[src/rtl/feedback_accum_mc_pkg.sv]
// Shared types, saturation limits and clamp helper for the multi-channel leaky integrator.
package feedback_accum_mc_types;

  localparam int DATA_W = 8;
  localparam int CHAN_W = 2;

  typedef struct packed {
    logic [CHAN_W-1:0]        chan;
    logic signed [DATA_W-1:0] data;
  } result_t;

  function automatic logic [CHAN_W+DATA_W-1:0] to_lv(input result_t r);
    return {r.chan, r.data};
  endfunction

  function automatic longint sat_hi(input int width);
    return (64'sd1 <<< (width - 1)) - 64'sd1;
  endfunction

  function automatic longint sat_lo(input int width);
    return -(64'sd1 <<< (width - 1));
  endfunction

  localparam longint SAT_MAX = sat_hi(DATA_W);
  localparam longint SAT_MIN = sat_lo(DATA_W);

  function automatic longint sat_clamp(input longint sum, input int width);
    if (sum > sat_hi(width)) return sat_hi(width);
    if (sum < sat_lo(width)) return sat_lo(width);
    return sum;
  endfunction

endpackage

[src/rtl/feedback_accum_mc_dp.sv]
// Combinational datapath: y = sat(data + ((coef * state) >>> SHIFT)), plus a saturation indicator.
module feedback_accum_dp
  import feedback_accum_mc_types::*;
#(
  parameter int WIDTH  = DATA_W,
  parameter int COEF_W = 8,
  parameter int SHIFT  = 7
) (
  input  logic signed [COEF_W-1:0] coef,
  input  logic signed [WIDTH-1:0]  state,
  input  logic signed [WIDTH-1:0]  data,
  output logic signed [WIDTH-1:0]  result,
  output logic                     sat
);

  localparam int P_W = WIDTH + COEF_W;
  localparam int S_W = P_W + 1;

  logic signed [P_W-1:0] product;
  logic signed [P_W-1:0] fb;
  logic signed [S_W-1:0] sum;
  longint                sum_wide;
  longint                clamped;

  always_comb begin
    product  = P_W'(coef) * P_W'(state);
    // Arithmetic shift floors toward minus infinity, which is the intended leak behaviour.
    fb       = product >>> SHIFT;
    sum      = S_W'(data) + S_W'(fb);
    sum_wide = 64'(sum);
    clamped  = sat_clamp(sum_wide, WIDTH);
    result   = clamped[WIDTH-1:0];
    sat      = (clamped != sum_wide);
  end

endmodule

[src/rtl/feedback_accum_mc.sv]
// Time-multiplexed multi-channel leaky integrator with one output register and valid/ready handshakes.
module feedback_accum_mc
  import feedback_accum_mc_types::*;
#(
  parameter int WIDTH    = DATA_W,
  parameter int COEF_W   = 8,
  parameter int SHIFT    = 7,
  parameter int CHANNELS = 4,
  localparam int CH_W    = (CHANNELS > 1) ? $clog2(CHANNELS) : 1
) (
  input  logic                     system1000,
  input  logic                     system1000_rstn,
  input  logic signed [COEF_W-1:0] coef,
  input  logic                     clear,
  input  logic                     in_valid,
  output logic                     in_ready,
  input  logic [CH_W-1:0]          in_chan,
  input  logic signed [WIDTH-1:0]  in_data,
  output logic                     out_valid,
  input  logic                     out_ready,
  output logic [CH_W-1:0]          out_chan,
  output logic signed [WIDTH-1:0]  out_data,
  output logic                     sat_flag
);

  logic signed [WIDTH-1:0] state [CHANNELS];
  logic signed [WIDTH-1:0] cur_state;
  logic signed [WIDTH-1:0] dp_result;
  logic                    dp_sat;
  logic                    accept;
  logic                    in_range;

  assign in_ready = !out_valid || out_ready;
  assign accept   = in_valid && in_ready;
  assign in_range = (32'(in_chan) < CHANNELS);

  // A coincident clear means the accepted sample sees a zeroed state.
  always_comb begin
    cur_state = '0;
    if (!clear && in_range) cur_state = state[in_chan];
  end

  feedback_accum_dp #(
    .WIDTH  (WIDTH),
    .COEF_W (COEF_W),
    .SHIFT  (SHIFT)
  ) u_dp (
    .coef   (coef),
    .state  (cur_state),
    .data   (in_data),
    .result (dp_result),
    .sat    (dp_sat)
  );

  always_ff @(posedge system1000 or negedge system1000_rstn) begin
    if (!system1000_rstn) begin
      for (int i = 0; i < CHANNELS; i++) state[i] <= '0;
      out_valid <= 1'b0;
      out_chan  <= '0;
      out_data  <= '0;
      sat_flag  <= 1'b0;
    end else begin
      if (clear) begin
        for (int i = 0; i < CHANNELS; i++) state[i] <= '0;
        sat_flag <= 1'b0;
      end
      if (accept) begin
        out_valid <= 1'b1;
        out_chan  <= in_chan;
        // Out-of-range channels still produce a (zero) result but never touch state.
        if (in_range) begin
          state[in_chan] <= dp_result;
          out_data       <= dp_result;
          if (dp_sat) sat_flag <= 1'b1;
        end else begin
          out_data <= '0;
        end
      end else if (out_ready) begin
        out_valid <= 1'b0;
      end
    end
  end

endmodule

[config.mk]
export PLATFORM = sky130hd
export DESIGN_NAME = feedback_accum_mc
export DESIGN_NICKNAME = d
export VERILOG_FILES = /design/src/rtl/feedback_accum_mc_pkg.sv /design/src/rtl/feedback_accum_mc_dp.sv /design/src/rtl/feedback_accum_mc.sv
export SDC_FILE = /design/constraint.sdc
export NUM_CORES = 1
export LEC_CHECK = 0
export CAP_MARGIN = 20
export CORE_MARGIN = 8
export CORE_UTILIZATION = 51
export CTS_CLUSTER_SIZE = 25
export DETAILED_ROUTE_END_ITERATION = 10
export GPL_TIMING_DRIVEN = 0
export PLACE_DENSITY = 0.71
export SLEW_MARGIN = 20
export SYNTH_ARGS = -nofsm -noshare
export SYNTH_HDL_FRONTEND = slang
export SYNTH_SLANG_ARGS = --single-unit
[constraint.sdc]
create_clock -name system1000 -period 21.1 [get_ports system1000]
set_input_delay 4.22 -clock system1000 [delete_from_list [all_inputs] [get_ports system1000]]
set_output_delay 4.22 -clock system1000 [all_outputs]
set_load 0.02 [all_outputs]
# After elaboration in Yosys (flattened, before gate mapping)
# Cells that the tools add are included.
# Widths: inputs -> output; s select.
word_totals:
  reg_bits: 44
op_classes:
  bitwise_logic: 1
  magnitude_cmp: 4
  reduce_logical: 5
  mul: 1
  mux: 21
  eq_ne: 1
  addsub: 1
op_table:
  columns: ["cell", "count"]
  rows:
  - ["$mux 64", 3]
  - ["$mux 32", 2]
  - ["$ne 64x10->1", 1]
  - ["$bwmux 32", 1]
  - ["$mux 8", 4]
  - ["$bmux 8 s2", 1]
  - ["$demux 8 s2", 1]
  - ["$mul 8x8->16", 1]
  - ["$add 8x9->10", 1]
  - ["$gt 10x8->1 const B", 1]
  - ["$lt 10x8->1 const B", 1]
  - ["$mux 1", 8]
  - ["$mux 7", 1]
  - ["$ge 3x3->1 const B", 1]
  - ["$lt 3x1->1 const B", 1]
  - ["$not 2->3", 1]
  - ["$logic_and 1x1->1", 2]
  - ["$reduce_bool 2->1", 1]
  - ["$logic_not 1->1", 1]
  - ["$logic_or 1x1->1", 1]

# Depth between registers and ports, before layout
logic_depth:
  word_depth: 15
  mapped_depth: 32

# Cells and area by module
# From an unflattened synthesis, not the netlist that was laid out.
unflattened:
  hier_cells: 499
  area_unflattened_um2: 5116.2
modules_own_cells:
  columns: ["module", "instances", "area_per_inst_um2", "seq_area_each_um2", "cells_per_inst"]
  rows:
  - ["feedback_accum_dp", 1, 2917.8, 0.0, 345]
  - ["feedback_accum_mc", 1, 2198.4, 1101.1, 154]

# Worst setup path before layout
# No wires, ideal clock.
synth_timing:
  path_kind: "input-to-reg"
  start: "in in_chan[0]"
  end: "reg sat_flag"
  path_slack_ns: 10.067
  path_buffers: 2
  path_stages: 31
  setup_time_ns: 0.136
  arrival_ns: 10.897
  cell_sequence: "buf_2 mux4_2 and3_1 fa_1 inv_1 fa_1 inv_1 fa_1 inv_1 fa_1 inv_1 ha_1 nand4_1 o211ai_1 o2bb2ai_1 o21a_1 o22ai_1 xnor2_1 ha_1 a21o_1 a31o_1 a2111o_1 o21a_1 buf_6 inv_2 nand3_1 ha_1 inv_1 o2111ai_1 o31ai_1 a22oi_1"
synth_via:
  elab_chain_len: 15
  elab_cells_between_ends: 19
synth_rtl:
  columns: ["element", "line_no", "rtl"]
  rows:
  - ["start: declaration", "feedback_accum_mc.sv:17", "input logic [CH_W-1:0] in_chan,"]
  - ["$not 2->3 (implied by the code) *", "feedback_accum_mc.sv:40", "if (!clear && in_range) cur_state = state[in_chan];"]
  - ["$bmux 8 s2 *", "feedback_accum_mc.sv:40", null]
  - ["$mux 8 (implied by the code) * (2 in a row)", "feedback_accum_mc.sv:40", null]
  - ["$mux 8 *", "feedback_accum_mc.sv:40", null]
  - ["$mul 8x8->16 *", "feedback_accum_mc_dp.sv:26", "product = P_W'(coef) * P_W'(state);"]
  - ["$add 8x9->10 *", "feedback_accum_mc_dp.sv:29", "sum = S_W'(data) + S_W'(fb);"]
  - ["$gt 10x8->1 / $lt 10x8->1 (equally long branches)", "feedback_accum_mc_pkg.sv:28, feedback_accum_mc_pkg.sv:29", null]
  - ["$mux 7 / $mux 1 (equally long branches)", "feedback_accum_mc_pkg.sv:28, feedback_accum_mc_pkg.sv:29", null]
  - ["$mux 64 / $mux 1 (equally long branches)", "feedback_accum_mc_pkg.sv:29", "if (sum < sat_lo(width)) return sat_lo(width);"]
  - ["$mux 64", "feedback_accum_mc_pkg.sv:30", "return sum;"]
  - ["$mux 64", "feedback_accum_mc_pkg.sv:29", null]
  - ["$ne 64x10->1 *", "feedback_accum_mc_dp.sv:33", "sat = (clamped != sum_wide);"]
  - ["$mux 1 *", "feedback_accum_mc.sv:74", "if (dp_sat) sat_flag <= 1'b1;"]
  - ["$mux 1 *", "feedback_accum_mc.sv:67", "if (accept) begin"]
  - ["end signal: assignment", "feedback_accum_mc.sv:61", "sat_flag <= 1'b0;"]
  - ["end signal: assignment", "feedback_accum_mc.sv:65", "sat_flag <= 1'b0;"]
  - ["end signal: assignment", "feedback_accum_mc.sv:74", null]
  - ["end: declaration", "feedback_accum_mc.sv:23", "output logic sat_flag"]
# Every way passes the cells marked *; elsewhere a longest branch is shown, timed or not. The select of a mux whose other input is x is not followed.
# A chain may end at the register's enable or synchronous reset.

# Worst setup path in the final report
# Ends and elaborated chain as after synthesis.

==> flow_summary_export.csv <==
group,metric,value,unit
power,powerDensity,88.26,mW/mm2
place,dpl_cell_area,0.005421,mm2
final_layout,final_nets,681,
routing,drt-initial-drc-count,220,
synth,synth.distinct_cells,49,
clocking,htree_levels,2,
routing,dr_total_vias,3945,
final_layout,regArea,0.001101,mm2
routing,antenna_left,0,
die,coreArea,0.009284,mm2
synth,synthMuxAreaShare,4.499,%
synth,syn_area_per_cell,9.359,um2
timing,tightest_slew,0.7798,ns
timing,drv_slew,0,
synth,synth_compound_area_share,14.21,%
worst_setup_path,crit_path_frequent_cell,"inv_1",
clocking,cts_root_buffer,"clkbuf_8",
clocking,insertion_delay,0.30,ns
synth,synth_top_area_cell,"dfrtp_1",
place,numPortBuffers,35,
synth,synth_most_common_cell,"inv_1",
synth,synth-simple-area-share,15.24,%
place,hpwlAfterDp,9.523,mm
run,max_cap_viol_count,0,
min_path,hold_path_class,"flop to flop",
timing,min_period,12.27,ns
clocking,cts.sinks,44,
place,gp_congestion,0.8641,
synth,synthXorXnorAreaFrac,2.684,%
synth,synth_top_family_by_area,"adder cells",
synth,synthesis.area,0.004895,mm2
power,total_leakage_power,2.746,nW
clocking,clockBufferDepth,2,
clocking,path_clk_slew,0.08,ns
synth,synthAdderAreaFrac,31.80,%
synth,synth_top_area_share,22.49,%
synth,ys_seq_area_share,22.49,%
clocking,cts_tree,"built",
die,ios,36,
timing,setup_tns,0,ns
power,ir_worst_vdd,0.1048,mV
synth,yosys_warnings,0,
synth,synthCells,523,
grt,grt_max_degree,28,
die,chipHeight,114.0,um
worst_setup_path,start_kind,"input port",
final_layout,nFillCells,819,
die,start_util,52.72,%
synth,synth_edf_count,0,
worst_setup_path,path_max_fanout,10,
timing,setup_viol_count_final,0,
worst_setup_path,cpPeakStageDelay,0.64,ns
synth,synthFlopType,"dfrtp_1",
worst_setup_path,crit_arrival,12.44,ns
synth,async_flop_share,100.0,%
final_layout,drive_gt1_share,5.996,%
timing,clock.fmax,81.48,MHz
synth,synthTopCellsByArea,"dfrtp_1, fa_1, ha_1",
clocking,cts.repair.resized,0,
routing,wl,11.84,mm
synth,synth_commonest_cells,"inv_1, fa_1, and3_1",
final_layout,fin_area,0.005529,mm2
die,die_x,114.0,um
die,dieArea,0.01299,mm2
timing,rsz0062_at_grt,"false",
grt,grt_pass1_vias,4223,
clocking,numCtsBuffers,5,
synth,syn_nets,638,
final_layout,multiInputGateArea,0.003349,mm2
clocking,cts_hold_buf,0,
worst_setup_path,cp.required,21.27,ns
routing,wl_per_cell,17.02,um
final_layout,diodes,0,
timing,min_period_over_period,58.16,%
worst_setup_path,path_class,"input port to flop",
timing,hold_violations,0,
timing,finClkSkew,0.007999,ns
routing,drc,0,
die,row_count,35,
grt,grt_remaining_overflow,0,
power,finalPower,0.0004880,W
worst_setup_path,cpMaxStageDelayCell,"mux4_2",
clocking,post-cts-setup-buffers,0,
final_layout,syn2layout_area_growth,12.96,%
timing,slew_headroom,47.61,%
grt,grt_use_total,19.33,%
routing,dr.pass1.iters,4,
grt,antenna_found_initial,1,
status,status,"finished clean",
routing,routed_via_density,5.668,
worst_setup_path,end_kind,"flop",
grt,grt_pass1_wl,20.07,mm
synth,ys_seq_elements,44,
==> path summary, 6_finish.rpt <==
check	from	cells past startpoint	slack (ns)	to
setup / recovery	in_chan[0]	32	8.83	sat_flag$_DFF_PN0_
hold / removal	out_chan[0]$_DFFE_PN0P_	2	0.48	out_chan[0]$_DFFE_PN0P_
setup reg to reg	state[7]$_DFF_PN0_	30	13.31	sat_flag$_DFF_PN0_
hold reg to reg	out_chan[0]$_DFFE_PN0P_	2	0.48	out_chan[0]$_DFFE_PN0P_
max in group asynchronous	system1000_rstn	2	16.77	out_data[7]$_DFFE_PN0P_
min in group asynchronous	system1000_rstn	1	3.84	state[28]$_DFF_PN0_
==> cell type report <==
class	count	share of cell area [%]
multi-input cells	370	60.58
clock inverters	2	0.6336
plain buffers	21	2.059
flip-flops and latches	44	19.91
well taps	129	2.919
repair buffers	36	6.608
clock buffers	6	1.313
inverters	88	5.974
==> where the power goes <==
part           leakage [nW]  switching [W]  internal, W
Sequential            0.563     0.00000854    0.0000994
Clock                0.0552      0.0000291    0.0000352
Combinational          2.13       0.000194     0.000122
==> placed cells by master (no fill, tap or decap), drive strengths merged, types with 3 or more instances in the layout <==
master,Yosys,routed
fa,54,54
xnor2,13,13
dfrtp,44,44
mux4,8,8
or2,6,6
and3,45,45
clkdlybuf4s50,0,34
a31oi,37,37
nand3,5,5
clkbuf,13,19
and2,6,6
o21ai,8,8
buf,8,10
nor2,31,31
nand2b,7,7
a21oi,36,36
nor3,6,6
ha,38,38
o211ai,3,3
nand2,31,31
mux2i,4,4
inv,88,88
o21a,4,4
==> critical path, delay by kind of cell <==
kind | cells | cell delay, ns
compound gates | 11 | 2.48
simple gates | 3 | 0.43
buf+inv | 9 | 1.45
xor+xnor | 1 | 0.19
mux | 1 | 0.64
fa+ha+maj | 7 | 3.03
==> metrics by stage <==
stage | hold slack [ns] | cells | setup WS [ns] | util (%)
2_1_floorplan | 0.5053 | 523 | 10.07 | -
3_3_place_gp | 0.4599 | 687 | 8.630 | 58.23
3_5_place_dp | 0.4628 | 688 | 8.510 | 58.40
4_1_cts | 0.4830 | 696 | 8.808 | 59.56
5_1_grt | 0.5243 | 696 | 8.251 | 59.56
6_report | 0.4829 | 696 | 8.828 | 59.56
==> per-layer routing <==
metal / vias up / global-route usage [%] / share of wire, %
li1: 1854 / - / -
met1: 1934 / 24.73 / 43
met2: 136 / 31.39 / 47
met3: 19 / 5.600 / 8.1
met4: 2 / 4.791 / 1.2
met5: - / 0 / 0.11
==> sequential cells by signal (all words and copies together), names as in the netlist <==
| register | cells |
|---|---|
| out_chan | 2 |
| state | 32 |
| out_valid | 1 |
| out_data | 8 |
| sat_flag | 1 |
==> cell families after synthesis <==
logic type,count (synthesis)
AOI/OAI and AO/OA,107
xor gates and xnor gates,15
DFF,44
adders and majority gates,92
buffers and inverters,109
muxes,12
and+or+nand+nor,144
Note: power is estimated with default switching activity, not from simulation.
